`src/rtl/packet_framer.sv`:
```
// rtl/packet_framer.sv - packs a length-prefixed byte stream into 32-bit words, MSB lane first
module packet_framer #(
  parameter int MIN_LEN = 8
) (
  input  logic        clk,
  input  logic        reset_b,
  input  logic [7:0]  byteIn,
  input  logic        byteIn_val,
  output logic        byteIn_ready,
  output logic [31:0] dataOut,
  output logic        dataOut_val,
  input  logic        dataOut_ready,
  output logic        dataOut_last,
  output logic        lenError
);

  typedef enum logic [1:0] {S_LEN0, S_LEN1, S_BODY} state_t;

  localparam logic [15:0] MIN_LEN_W = 16'(MIN_LEN);

  state_t      state_q, state_d;
  logic [15:0] cnt_q, cnt_d;
  logic [15:0] len_q, len_d;
  logic [31:0] asm_q, asm_d;
  logic [31:0] out_q, out_d;
  logic        out_val_q, out_val_d;
  logic        out_last_q, out_last_d;
  logic        len_err_q, len_err_d;

  logic        accept;
  logic        last_byte;
  logic [15:0] raw_len;
  logic [31:0] word_now;

  assign byteIn_ready = (!out_val_q || dataOut_ready) && !reset_b;
  assign accept       = byteIn_val && byteIn_ready;
  // byte 0 still sits in the top lane of the assembly register while byte 1 arrives
  assign raw_len      = {byteIn, asm_q[31:24]};
  assign last_byte    = (state_q == S_BODY) && (cnt_q == len_q - 16'd1);

  assign dataOut      = out_q;
  assign dataOut_val  = out_val_q;
  assign dataOut_last = out_last_q;
  assign lenError     = len_err_q;

  // Unfilled lanes stay zero because the assembly register clears at each word boundary
  always_comb begin
    word_now = asm_q;
    case (cnt_q[1:0])
      2'd0:    word_now[31:24] = byteIn;
      2'd1:    word_now[23:16] = byteIn;
      2'd2:    word_now[15:8]  = byteIn;
      default: word_now[7:0]   = byteIn;
    endcase
  end

  always_comb begin
    state_d    = state_q;
    cnt_d      = cnt_q;
    len_d      = len_q;
    asm_d      = asm_q;
    out_d      = out_q;
    out_val_d  = out_val_q;
    out_last_d = out_last_q;
    len_err_d  = 1'b0;

    if (out_val_q && dataOut_ready) begin
      out_val_d  = 1'b0;
      out_last_d = 1'b0;
    end

    if (accept) begin
      asm_d = word_now;
      cnt_d = cnt_q + 16'd1;
      case (state_q)
        S_LEN0: state_d = S_LEN1;
        S_LEN1: begin
          state_d = S_BODY;
          if (raw_len < MIN_LEN_W) begin
            len_d     = MIN_LEN_W;
            len_err_d = 1'b1;
          end else begin
            len_d = raw_len;
          end
        end
        S_BODY: begin
          if (last_byte) begin
            state_d = S_LEN0;
            cnt_d   = 16'd0;
          end
        end
        default: state_d = S_LEN0;
      endcase

      if (cnt_q[1:0] == 2'd3 || last_byte) begin
        out_d      = word_now;
        out_val_d  = 1'b1;
        out_last_d = last_byte;
        asm_d      = 32'd0;
      end
    end
  end

  always_ff @(posedge clk) begin
    if (reset_b) begin
      state_q    <= S_LEN0;
      cnt_q      <= 16'd0;
      len_q      <= 16'd0;
      asm_q      <= 32'd0;
      out_q      <= 32'd0;
      out_val_q  <= 1'b0;
      out_last_q <= 1'b0;
      len_err_q  <= 1'b0;
    end else begin
      state_q    <= state_d;
      cnt_q      <= cnt_d;
      len_q      <= len_d;
      asm_q      <= asm_d;
      out_q      <= out_d;
      out_val_q  <= out_val_d;
      out_last_q <= out_last_d;
      len_err_q  <= len_err_d;
    end
  end

endmodule

```
`config.mk`:
```
export PLATFORM = sky130hd
export DESIGN_NAME = packet_framer
export DESIGN_NICKNAME = d
export VERILOG_FILES = /design/src/rtl/packet_framer.sv
export SDC_FILE = /design/constraint.sdc
export NUM_CORES = 1
export LEC_CHECK = 0
export CAP_MARGIN = 30
export CORE_ASPECT_RATIO = 1.25
export CORE_MARGIN = 4
export CORE_UTILIZATION = 35
export DETAILED_ROUTE_END_ITERATION = 10
export PLACE_DENSITY = 0.55
export REMOVE_ABC_BUFFERS = 1
export SYNTH_ARGS = -nofsm -noshare
export SYNTH_HDL_FRONTEND = slang
export SYNTH_SLANG_ARGS = --single-unit
```
`constraint.sdc`:
```
create_clock -name clk -period 2.8 [get_ports clk]
set_clock_uncertainty 0.1 [all_clocks]
set_input_delay 0.84 -clock clk [delete_from_list [all_inputs] [get_ports clk]]
set_output_delay 0.84 -clock clk [all_outputs]
set_load 0.005 [all_outputs]
```
=== Yosys cells after proc, flatten, opt, wreduce, memory -nomap -nowiden ===
Cells that the tools add are included.

* Reductions and logical operators: 15
* Multiplexer cells: 17
* Order comparisons: 1
* Bitwise logic cells: 2
* Equality and inequality tests: 7
* Add/sub/neg operators: 2

{| class="wikitable"
|+ Operators by type and width
! kind !! count
|-
| two-way mux 16 bit || 3
|-
| two-way mux 32 bit || 1
|-
| two-way mux 8 bit || 4
|-
| adder 16 x 1 -> 16 bit, second input constant || 1
|-
| equality test 16 bit || 1
|-
| < comparator 16 x 4 -> 1 bit, second input constant || 1
|-
| subtractor 16 x 1 -> 16 bit, second input constant || 1
|-
| two-way mux 1 bit || 7
|-
| equality test 2 bit, second input constant || 3
|-
| case mux 2 bit (3 select lines) || 1
|-
| AND reduction 2 bit || 3
|-
| OR reduction 3 bit || 2
|-
| equality test 2 x 1 -> 1 bit, second input constant || 2
|-
| logical AND 1 bit || 4
|-
| zero test 2 bit || 2
|-
| zero test 1 bit || 2
|-
| logical OR 1 bit || 2
|-
| two-way mux 2 bit || 1
|-
| != test 2 bit, second input constant || 1
|-
| NOT 1 bit || 2
|}

* Output and inout port bits: 36
* Input bits: 12
* Logic and storage cells: 52
* Flip-flop bits (word level): 101

=== Logic depth before layout (Yosys ltp) ===
* Depth in word-level cells: 6
* Mapped depth: 11
* Mapped depth without buffers: 9

=== Least setup slack after synthesis ===
No wires, ideal clock.

* Path kind: input -> output
* From: input port reset_b
* To: output port byteIn_ready
* Path slack: 18 ps
* Stages: 5
* Arrival: 1842 ps
* Cells stage by stage: clkbuf_1 > inv_1 > clkbuf_1 > buf_1 > and2_1

* Word-level cells in the longest chain between the ends: 2

{| class="wikitable"
|+ Ends and longest elaborated chain
! element !! RTL line !! RTL
|-
| start: declaration || 6 || <nowiki>input logic reset_b,</nowiki>
|-
| zero test 1 bit || 35 || <nowiki>assign byteIn_ready = (!out_val_q || dataOut_ready) && !reset_b;</nowiki>
|-
| logical AND 1 bit || 35 ||
|-
| end: declaration || 9 || <nowiki>output logic byteIn_ready,</nowiki>
|}

No other way between the ends.

=== Worst setup path in the final report ===
* From: input port dataOut_ready
* To: output port byteIn_ready

* Word-level cells in the longest chain between the ends: 2

{| class="wikitable"
|+ Ends and longest elaborated chain
! element !! RTL line !! RTL
|-
| start: declaration || 12 || <nowiki>input logic dataOut_ready,</nowiki>
|-
| logical OR 1 bit || 35 ||
|-
| logical AND 1 bit || 35 ||
|}

No other way between the ends.

==> run_results.csv <==
group,metric,value,unit
outcome,outcome,"complete, no violations",
drt,drtIter0Drc,199,
synth,synthArstFlopShare,0,%
clock_network,path_clk_slew,70,ps
floorplan,fp.dieW,114,µm
worst_setup_path,cp.depth,4,
synth,synth_cells,580,
hold_path,hold_depth,2,
timing,finalSetupViolCount,0,
finish,nets,645,
clock_network,clkLatencyLatePin,340,ps
global_route,grt_pass1_vias,4316,
worst_setup_path,slowest_stage,"clkdlybuf4s50_1",
placement,dp_slack,-200,ps
global_route,grt_max_degree,47,
worst_setup_path,crit_type,"primary input to output port",
clock_network,clock_path_buffers,2,
drt,ant_nets,0,
timing,min_period_over_period,98.6,%
worst_setup_path,reg2reg_slack,190,ps
placement,dpl.hpwl,9.45,mm
clock_network,cts_sinks,101,
synth,synthTopCellsByArea,"dfxtp_1 41%, a21oi_1 7.6%, nand2_1 5.5%",
synth,syn_area_per_cell,8.44,µm²
synth,yosysTopAreaCell,"dfxtp_1",
synth,synth_area,4890,µm²
worst_setup_path,cp_max_fo,2,
finish,layout-drive-gt1-share,13.0,%
worst_setup_path,critPathBufInv,2,
floorplan,row_count,48,
drt,vias,4354,
floorplan,placeableCoreArea,13800,µm²
clock_network,cts_tree,"done",
drt,drt-pass1-iter-count,4,
global_route,grt_overflow,0,
worst_setup_path,arrival,1820,ps
synth,ys_seq_area_share,41.3,%
synth,yosysTopAreaCellShare,41.3,%
timing,setup_ws,39.6,ps
pwr,leakagePower,2.42,nW
clock_network,post_cts_buffers,0,
synth,synth_commonest_cells,"101 x dfxtp_1, 74 x a21oi_1, 72 x nand2_1, 47 x nand3_1, 37 x clkbuf_1",
floorplan,initial_utilization,35.6,%
timing,worst_hold_slack,358,ps
worst_setup_path,crit_family,"buffers and inverters",
timing,slew_viol_final,0,
worst_setup_path,cp_slowest_stage_delay,420,ps
worst_setup_path,endpoint_kind,"output port",
floorplan,io_pins,48,
floorplan,dieHeight,140,µm
clock_network,hold_buffers,0,
placement,io_buffers,47,
timing,worstMarginPinSlew,801,ps
synth,ys.flop_type,"dfxtp_1",
finish,diodes,0,
synth,synth-edff-count,0,
worst_setup_path,start_kind,"primary input",
global_route,grt_usage,16.8,%
drt,viasPerCell,5.39,
worst_setup_path,crit_chain,"clkdlybuf4s50_1 -> nand2b_4 -> and2_1 -> dlygate4sd2_1",
timing,rsz0062_at_grt,"false",
global_route,grt_pass1_wl,21.8,mm
flow_run,drv_cap,0,
worst_setup_path,required,1860,ps
clock_network,ctsHtreeMaxLevel,3,
drt,wl,13.3,mm
pwr,peakVddDrop,295,µV
drt,avgRoutedWirePerCell,16.5,µm
synth,synth_seq_cells,101,
clock_network,root_buffer,"clkbuf_16",
timing,tns,0,ps
timing,fmax,362,MHz
hold_path,hp-class,"flip-flop to flip-flop",
timing,fin_crit,2760,ps
drt,remaining_drc_errors,0,
finish,area_growth,23.8,%
worst_setup_path,reg2reg_depth,9,
global_route,antenna_found_initial,0,
placement,place.gp.congestion,0.841,
synth,yosysWarnings,0,
pwr,powerDensity,478,nW/µm²
floorplan,die_area,15900,µm²
synth,yosysMostFrequentCell,"dfxtp_1",
synth,synth.distinct_cells,56,
finish,post-route-util,44.1,%
timing,relSlewSlack,46.6,%
timing,hold_viol,0,
clock_network,cts_buffers,9,
==> layout by cell type (no fill, tap or decap), types with 7 or more instances in the layout <==
cell type,synthesis,routed
dfxtp_1,101,101
xor2_1,12,12
nor3_1,11,10
clkbuf_16,0,9
a32oi_1,9,9
nand2_1,72,71
and3_1,15,14
clkdlybuf4s50_1,0,46
xnor2_1,21,21
inv_1,7,7
a21oi_1,74,74
nor2_1,36,36
nand3_1,47,47
a41o_1,24,24
buf_4,1,41
mux2i_1,24,24
==> kinds of logic (layout without fill, tap and decap cells) <==
logic type               count (synthesis)  after routing  share of synthesized area (%)
AO/OA/AOI/OAI                          133            133                           18.6
XOR/XNOR                                33             33                           5.91
adder cells (fa/ha/maj)                  5              5                           1.28
buffers and inverters                   62            115                           5.16
flip-flops                             101            101                           41.3
multiplexers                            25             25                           5.14
AND/OR/NAND/NOR                        221            221                           22.6
==> per-layer routing <==
| layer | wire, µm | up-vias | track usage (%) |
|---|---|---|---|
| met5 | 0 | - | 0 |
| met4 | 518 | 0 | 8.99 |
| met3 | 402 | 25 | 2.64 |
| met2 | 6440 | 84 | 28.1 |
| met1 | 5940 | 2074 | 20.7 |
| li1 | - | 2171 | - |
==> report_power, final <==
part,switching (mW),internal (mW)
logic,0.130,0.0958
registers,0.0246,1.45
clock network,0.561,0.632
==> sequential cells by signal, summed over array words and instances (netlist names) <==
signal,cells
dataOut_last,1
dataOut,32
state_q,2
dataOut_val,1
len_q,16
lenError,1
cnt_q,16
asm_q,32
==> layout make-up <==
type / instances / area (µm²)
Fill cell: 1341 / 7690
Multi-Input combinational cell: 417 / 2650
Sequential cell: 101 / 2020
Timing Repair Buffer: 92 / 857
Clock buffer: 10 / 239
Tap cell: 175 / 219
Clock inverter: 6 / 43.8
Inverter: 7 / 26.3
==> worst register-to-register path, stage by stage, from the launching register on <==
cell and delay, ps:
dfxtp_1 350, or2_1 250, or4_4 440, a2111oi_4 440, nand2_2 100, buf_4 150
nor4b_4 190, buf_4 200, nor2_2 80, and3_1 210
==> repair_timing <==
action	in CTS	in global routing
hold endpoints to repair	0	0
pin swaps	0	2
gates resized for setup	1	7
setup endpoints to repair	1	64
==> per-stage QoR <==
stage | power [mW] | std cells | area, µm²
final | 2.90 | 808 | 6060
after global routing | 3.01 | 808 | 6060
after CTS | 2.93 | 808 | 6030
after detailed placement | 1.74 | 792 | 5750
after global placement | 1.73 | 792 | 5750
after floorplan | 1.62 | 525 | 4670
==> path summary, 6_finish.rpt <==
path	from	end
hold reg to reg	asm_q[20]	asm_q[20]
setup / recovery	dataOut_ready	byteIn_ready
setup reg to reg	len_q[14]	asm_q[1]
hold / removal	asm_q[20]	asm_q[20]
No activity file was read; power rests on OpenSTA's default activity.
